[src/rtl/stopwatch_tick_counter.sv]
// stopwatch_tick_counter
//   BCD MM:SS stopwatch driven by the toggling 1 Hz / 2 Hz divider outputs.
//   Every level transition of a tick input is one event in the clock_in domain.
//   Supports run/pause on the rising edge of pause, clear, and per-field adjust.
//
// Configuration macro:
//   TICK_SYNC_EN  defined   -> 2-flop synchronizer on both tick inputs,
//                              tick change to count update = 3 cycles
//                 undefined -> ticks sampled directly as synchronous inputs,
//                              tick change to count update = 1 cycle

module stopwatch_tick_counter #(
  parameter int MIN_WRAP     = 59,   // last minutes value, BCD-legal 1..99
  parameter bit ADJ_TICK_SEL = 1'b1  // adjust event source: 1 = tick_2hz, 0 = tick_1hz
) (
  input  logic       clock_in,
  input  logic       reset_n,
  input  logic       tick_1hz,
  input  logic       tick_2hz,
  input  logic       pause,
  input  logic       clear,
  input  logic       adj,
  input  logic       sel,
  output logic [3:0] min_tens,
  output logic [3:0] min_ones,
  output logic [3:0] sec_tens,
  output logic [3:0] sec_ones,
  output logic       running,
  output logic       tick_evt
);

  // Minutes wrap point split into its two BCD digits.
  localparam logic [3:0] MIN_WRAP_TENS = 4'(MIN_WRAP / 10);
  localparam logic [3:0] MIN_WRAP_ONES = 4'(MIN_WRAP % 10);

  // Run/pause state.
  typedef enum logic {
    ST_PAUSED  = 1'b0,
    ST_RUNNING = 1'b1
  } run_state_t;

  run_state_t run_state;
  run_state_t run_state_d;

  // Tick levels as seen by the edge detectors.
  logic tick_1hz_s;
  logic tick_2hz_s;

  // Registered copies used for both-edge detection.
  logic prev_1hz;
  logic prev_2hz;

  // Warm-up counter: events stay masked until the detect pipeline holds
  // only post-reset samples, so nothing left over from before reset fires.
  logic [1:0] warm_cnt;
  logic       events_armed;

  logic evt_1hz;
  logic evt_2hz;
  logic adj_evt;

  logic pause_q;
  logic pause_rise;

  // Incremented versions of the current fields.
  logic [3:0] sec_tens_inc;
  logic [3:0] sec_ones_inc;
  logic       sec_at_max;
  logic [3:0] min_tens_inc;
  logic [3:0] min_ones_inc;
  logic       min_at_wrap;

  // Next-state of the visible count.
  logic [3:0] min_tens_d;
  logic [3:0] min_ones_d;
  logic [3:0] sec_tens_d;
  logic [3:0] sec_ones_d;
  logic       count_applied;

`ifdef TICK_SYNC_EN
  localparam logic [1:0] WARM_CYCLES = 2'd3;

  logic [1:0] sync_1hz;
  logic [1:0] sync_2hz;

  // Two-flop synchronizers; the divider outputs are treated as asynchronous.
  always_ff @(posedge clock_in or negedge reset_n) begin
    if (!reset_n) begin
      sync_1hz <= 2'b00;
      sync_2hz <= 2'b00;
    end else begin
      sync_1hz <= {sync_1hz[0], tick_1hz};
      sync_2hz <= {sync_2hz[0], tick_2hz};
    end
  end

  assign tick_1hz_s = sync_1hz[1];
  assign tick_2hz_s = sync_2hz[1];
`else
  localparam logic [1:0] WARM_CYCLES = 2'd1;

  assign tick_1hz_s = tick_1hz;
  assign tick_2hz_s = tick_2hz;
`endif

  // Count the first few cycles after reset release, then stay armed.
  always_ff @(posedge clock_in or negedge reset_n) begin
    if (!reset_n) begin
      warm_cnt <= 2'd0;
    end else if (warm_cnt != WARM_CYCLES) begin
      warm_cnt <= warm_cnt + 2'd1;
    end
  end

  assign events_armed = (warm_cnt == WARM_CYCLES);

  // Previous-level registers for tick and pause edge detection.
  always_ff @(posedge clock_in or negedge reset_n) begin
    if (!reset_n) begin
      prev_1hz <= 1'b0;
      prev_2hz <= 1'b0;
      pause_q  <= 1'b0;
    end else begin
      prev_1hz <= tick_1hz_s;
      prev_2hz <= tick_2hz_s;
      pause_q  <= pause;
    end
  end

  assign evt_1hz    = events_armed & (tick_1hz_s ^ prev_1hz);
  assign evt_2hz    = events_armed & (tick_2hz_s ^ prev_2hz);
  assign adj_evt    = ADJ_TICK_SEL ? evt_2hz : evt_1hz;
  assign pause_rise = pause & ~pause_q;

  // Run/pause state register.
  always_ff @(posedge clock_in or negedge reset_n) begin
    if (!reset_n) begin
      run_state <= ST_PAUSED;
    end else begin
      run_state <= run_state_d;
    end
  end

  // Each pause rising edge flips between paused and running.
  always_comb begin
    run_state_d = run_state;
    if (pause_rise) begin
      case (run_state)
        ST_PAUSED: run_state_d = ST_RUNNING;
        default:   run_state_d = ST_PAUSED;
      endcase
    end
  end

  // The count logic sees the pre-toggle state, so a coincident tick uses it.
  assign running = (run_state == ST_RUNNING);

  // Seconds +1 in BCD, wrapping 59 -> 00 and flagging the wrap as a carry.
  always_comb begin
    sec_ones_inc = sec_ones + 4'd1;
    sec_tens_inc = sec_tens;
    sec_at_max   = (sec_tens == 4'd5) && (sec_ones == 4'd9);
    if (sec_ones == 4'd9) begin
      sec_ones_inc = 4'd0;
      if (sec_tens == 4'd5) begin
        sec_tens_inc = 4'd0;
      end else begin
        sec_tens_inc = sec_tens + 4'd1;
      end
    end
  end

  // Minutes +1 in BCD, wrapping MIN_WRAP -> 00.
  always_comb begin
    min_ones_inc = min_ones + 4'd1;
    min_tens_inc = min_tens;
    min_at_wrap  = (min_tens == MIN_WRAP_TENS) && (min_ones == MIN_WRAP_ONES);
    if (min_at_wrap) begin
      min_ones_inc = 4'd0;
      min_tens_inc = 4'd0;
    end else if (min_ones == 4'd9) begin
      min_ones_inc = 4'd0;
      min_tens_inc = min_tens + 4'd1;
    end
  end

  // Choose the next count: clear beats adjust, adjust beats normal counting.
  always_comb begin
    min_tens_d    = min_tens;
    min_ones_d    = min_ones;
    sec_tens_d    = sec_tens;
    sec_ones_d    = sec_ones;
    count_applied = 1'b0;
    if (clear) begin
      min_tens_d = 4'd0;
      min_ones_d = 4'd0;
      sec_tens_d = 4'd0;
      sec_ones_d = 4'd0;
    end else if (adj) begin
      if (adj_evt) begin
        if (sel) begin
          sec_tens_d = sec_tens_inc;
          sec_ones_d = sec_ones_inc;
        end else begin
          min_tens_d = min_tens_inc;
          min_ones_d = min_ones_inc;
        end
      end
    end else if (running && evt_1hz) begin
      sec_tens_d    = sec_tens_inc;
      sec_ones_d    = sec_ones_inc;
      count_applied = 1'b1;
      if (sec_at_max) begin
        min_tens_d = min_tens_inc;
        min_ones_d = min_ones_inc;
      end
    end
  end

  // Count digits and the one-cycle count-applied pulse.
  always_ff @(posedge clock_in or negedge reset_n) begin
    if (!reset_n) begin
      min_tens <= 4'd0;
      min_ones <= 4'd0;
      sec_tens <= 4'd0;
      sec_ones <= 4'd0;
      tick_evt <= 1'b0;
    end else begin
      min_tens <= min_tens_d;
      min_ones <= min_ones_d;
      sec_tens <= sec_tens_d;
      sec_ones <= sec_ones_d;
      tick_evt <= count_applied;
    end
  end

endmodule

[config.mk]
export PLATFORM = sky130hd
export DESIGN_NAME = stopwatch_tick_counter
export DESIGN_NICKNAME = d
export VERILOG_FILES = /design/src/rtl/stopwatch_tick_counter.sv
export SDC_FILE = /design/constraint.sdc
export NUM_CORES = 1
export LEC_CHECK = 0
export CELL_PAD_IN_SITES_DETAIL_PLACEMENT = 1
export CELL_PAD_IN_SITES_GLOBAL_PLACEMENT = 1
export CORE_UTILIZATION = 38
export DETAILED_ROUTE_END_ITERATION = 7
export PLACE_DENSITY = 0.77
export SYNTH_ARGS = -nofsm -noshare
export SYNTH_HDL_FRONTEND = slang
export SYNTH_SLANG_ARGS = --single-unit
[constraint.sdc]
create_clock -name clock_in -period 2.4 [get_ports clock_in]
set_input_delay 0.36 -clock clock_in [delete_from_list [all_inputs] [get_ports clock_in]]
set_output_delay 0.36 -clock clock_in [all_outputs]
set_load 0.005 [all_outputs]
# == Word level (Yosys, flattened, before mapping) ==
# Cells that the tools add are included.
# classes
n_addsub,5
n_eq_ne,9
muxes,33
bitwise_logic,6
n_reduce_logical,7
# ops
cell,count
two-way mux 4 bit,29
"adder 4 x 1 -> 4 bit, second input constant",4
"== test 4 x 3 -> 1 bit, second input constant",2
"== test 4 bit, second input constant",2
"!= test 3 x 2 -> 1 bit, second input constant",2
nonzero test 3 bit,2
two-way mux 1 bit,4
AND reduction 4 bit,1
AND 1 bit,3
logical AND 1 bit,3
"!= test 3 bit, second input constant",1
AND reduction 3 bit,1
"adder 2 x 1 -> 2 bit, second input constant",1
"== test 2 x 1 -> 1 bit, second input constant",1
"!= test 2 x 1 -> 1 bit, second input constant",1
XOR 1 bit,2
NOT 1 bit,1
# word_totals
ff_bits,23
in_bits,8
output_inout_bits,18
word_cells,70

# == Logic depth before layout (Yosys ltp) ==
# logic_depth
ltp_word,7
ltp_mapped,7
depth_no_buf,7

# == Worst setup path after synthesis ==
# Ideal clock, no wire load.
# synth_path
path_kind,flip-flop to flip-flop
from,register sec_ones[1]
to,register min_ones[2]
setup_ns,0.078
arrival_time_ns,1.737
required_time_ns,2.322
path_slack_ns,0.585
path_stages_with_launch,8
path_buffers,0
synth_period_minus_slack_ns,1.815
path_cell_list,dfrtp_1 -> inv_1 -> ha_1 -> and3b_1 -> and4bb_1 -> o21ai_2 -> or4_1 -> a21oi_1
# synth_via
elab_chain_len,4
# synth_rtl
item,line_no,text
start: declaration,27,"output logic [3:0] sec_ones,"
start signal: assignment,232,sec_ones <= sec_ones_d;
== test 4 bit,162,sec_at_max = (sec_tens == 4'd5) && (sec_ones == 4'd9);
logical AND 1 bit,162,
nonzero test 3 bit (no line),-,
AND reduction 4 bit (no line),-,
end signal: assignment,230,min_ones <= min_ones_d;
end: declaration,25,"output logic [3:0] min_ones,"
# No other way between the ends.
# A chain may end at the register's enable or synchronous reset.

# == Worst setup path in the final report ==
# layout_path
from,register sec_ones[1]
to,register min_tens[2]
# layout_via
elab_chain_len,4
# layout_rtl
item,line_no,text
== test 4 bit,162,
logical AND 1 bit,162,
nonzero test 3 bit (no line),-,
AND reduction 4 bit (no line),-,
end signal: assignment,229,min_tens <= min_tens_d;
end: declaration,24,"output logic [3:0] min_tens,"
# No other way between the ends.

==> impl_metrics.json <==
{
  "cts_inserted_buffers": 3,
  "synth.avg_cell_area_um2": 9.94,
  "drt-total-wl_um": 2740,
  "start_util_pct": 39.7,
  "endpoint": "min_tens[2]$_DFFE_PN0P_",
  "cts_root_buffer": "clkbuf_4",
  "path_max_fanout": 7,
  "clock_sinks": 23,
  "cp-start-kind": "flop",
  "max_stage_delay_ns": 0.45,
  "tightest_slew_ns": 0.676,
  "critical_path_depth": 7,
  "first_iter_violations": 35,
  "fmax_mhz": 489,
  "dp_hpwl_um": 2000,
  "cp_cell_sequence": "inv_1, ha_1, and3b_1, and4bb_1, o211ai_2, or3b_1, a21oi_1",
  "synth-seq-cells": 23,
  "gr-total-overflow": 0,
  "ff2ff_path_depth": 7,
  "static-leakage-power_uw": 0.000617,
  "die_w_um": 58.3,
  "via_per_inst": 5.21,
  "path_class": "flop to flop",
  "critPathSlowestCell": "dfrtp_1",
  "hold_buffers": 0,
  "status": "finished, final reports clean",
  "worstPathRequired_ns": 2.63,
  "portBuffers": 25,
  "rsz0062_at_grt": "false",
  "synth_edf_count": 0,
  "r2r_slack_ns": 0.35,
  "hold_viol": 0,
  "num-nets-final": 167,
  "tritoncts": "yes",
  "firstDrtPassIters": 4,
  "slew_headroom_pct": 54.8,
  "ys_seq_area_share_pct": 47.9,
  "ys_warn_count": 0,
  "grt_usage_pct": 18.5,
  "post_cts_buffers": 0,
  "die_h_um": 58.3,
  "fin_worst_skew_ns": 0.00590,
  "fp-row-count": 20,
  "crit_start": "sec_ones[1]$_DFFE_PN0P_",
  "power_uw": 719,
  "critical_path.top_delay_family": "simple AND/OR/NAND/NOR gates",
  "crit_buf_inv": 1,
  "synth_area_leader_cell": "dfrtp_1",
  "syn_inst": 121,
  "place.gp.congestion": 0.750,
  "layout-drive-gt1-share_pct": 4.70,
  "num_io_pins": 26,
  "post_cts_resized": 0,
  "route.detailed.drc": 0,
  "setup_viol": 0,
  "grt_antenna_before_repair": 0,
  "h-tree-depth": 1,
  "synth_ff_type": "dfrtp_1",
  "min_period_ns": 2.05,
  "worst_hold_slack_ns": 0.385,
  "synthesis.area_um2": 1200,
  "synth_area_leaders": "dfrtp_1 48%, ha_1 9.4%, a21oi_1 6.7%, or3_1 4.7%, nand2_1 3.7%",
  "irDropWorstVdd_uv": 260,
  "ant_nets": 0,
  "slew_viol_final": 0,
  "cts.path.max_buffers": 2,
  "yosysTopAreaCellShare_pct": 47.9,
  "die_area_um2": 3390,
  "cap_violations": 0,
  "vias": 1006,
  "cellPowerDensity_nw_per_um2": 469,
  "synthToLayoutAreaGrowth_pct": 27.6,
  "core_um2": 3030,
  "fin_util_pct": 50.7,
  "yosysUniqueCellTypes": 28,
  "cp.arrival_ns": 2.28,
  "finalSetupTns_ns": 0,
  "end_kind": "flop",
  "diodes": 0,
  "r2r-start": "sec_ones[1]$_DFFE_PN0P_",
  "grt_pass1_wl_um": 4800,
  "final_cell_mix": "25 x clkdlybuf4s50_1, 23 x dfrtp_1, 16 x a21oi_1, 12 x nand2_1",
  "syn_nets": 138,
  "min_path_type": "primary input to async pin",
  "grt_max_degree": 24,
  "worstSkewPairLatency_ns": 0.32,
  "finalCritPeriodShare_pct": 85.2,
  "final_common_cell": "clkdlybuf4s50_1",
  "synthArstFlopShare_pct": 100,
  "clk_pin_slew_ns": 0.13,
  "r2r-end": "min_tens[2]$_DFFE_PN0P_",
  "wl_per_cell_um": 14.2,
  "grt_pass1_vias": 1068
}
==> layer usage <==
| layer | share of wire (%) | wire length, µm | GRT usage, % | up-vias |
|---|---|---|---|---|
| li1 | - | - | - | 483 |
| met1 | 43 | 1170 | 22.0 | 501 |
| met2 | 53 | 1450 | 33.0 | 17 |
| met3 | 2.8 | 78 | 3.79 | 5 |
| met4 | 1.3 | 36 | 6.80 | 0 |
| met5 | 0 | 0 | 0 | - |
==> cell type report <==
| type | count | area [µm²] |
|---|---|---|
| well taps | 44 | 55.1 |
| flip-flops and latches | 23 | 576 |
| clock buffers | 4 | 26.3 |
| inverters | 9 | 33.8 |
| repair buffers | 26 | 258 |
| multi-input cells | 87 | 586 |
| fillers | 348 | 1490 |
==> sequential cells by signal, summed over array words and instances (netlist names) <==
name	cells
min_ones	4
min_tens	4
pause_q	1
prev_1hz	1
prev_2hz	1
running	1
sec_ones	4
sec_tens	4
tick_evt	1
warm_cnt	2
==> cell families after synthesis <==
| family | count (synthesis) | share of synthesized area (%) |
|---|---|---|
| compound gates | 30 | 15.3 |
| xor+xnor | 5 | 3.64 |
| fa+ha+maj | 9 | 9.37 |
| buf+inv | 11 | 3.43 |
| flops | 23 | 47.9 |
| simple gates | 43 | 20.4 |
==> through the flow <==
| stage | std cells | area, µm² | setup slack [ns] |
|---|---|---|---|
| final | 193 | 1530 | 0.354 |
| after global routing | 193 | 1530 | 0.188 |
| after CTS | 193 | 1530 | 0.348 |
| after detailed placement | 189 | 1510 | 0.133 |
| after global placement | 189 | 1510 | 0.193 |
| after floorplan | 121 | 1200 | 0.585 |
==> worst min path at each step <==
| stage | endpoint | slack, ns | startpoint | depth (start not counted) |
|---|---|---|---|---|
| 2_1_floorplan | min_ones[0]$_DFFE_PN0P_ | 0.06 | reset_n | 0 |
| 3_3_place_gp | warm_cnt[0]$_DFFE_PN0P_ | 0.46 | warm_cnt[0]$_DFFE_PN0P_ | 1 |
| 3_5_place_dp | warm_cnt[0]$_DFFE_PN0P_ | 0.47 | warm_cnt[0]$_DFFE_PN0P_ | 1 |
| 4_1_cts | min_ones[0]$_DFFE_PN0P_ | 0.39 | reset_n | 2 |
| 5_1_grt | min_ones[0]$_DFFE_PN0P_ | 0.40 | reset_n | 2 |
| 6_report | min_ones[0]$_DFFE_PN0P_ | 0.38 | reset_n | 2 |
==> Yosys cell counts (3+ instances only) <==
cell type	n
a21oi_1	16
dfrtp_1	23
ha_1	9
inv_1	9
nand2_1	12
nand3_1	4
nor2_1	3
nor2b_1	3
o21ai_0	8
or3_1	9
xnor2_1	4
==> where the power goes <==
part / internal (µW) / leakage [µW] / switching [µW] / total (µW)
Combinational: 59.3 / 0.000297 / 51.1 / 110
Sequential: 405 / 0.000305 / 18.8 / 424
Clock: 65.0 / 0.0000150 / 119 / 184
Total: 530 / 0.000617 / 189 / 719
No activity file was read; power rests on OpenSTA's default activity.
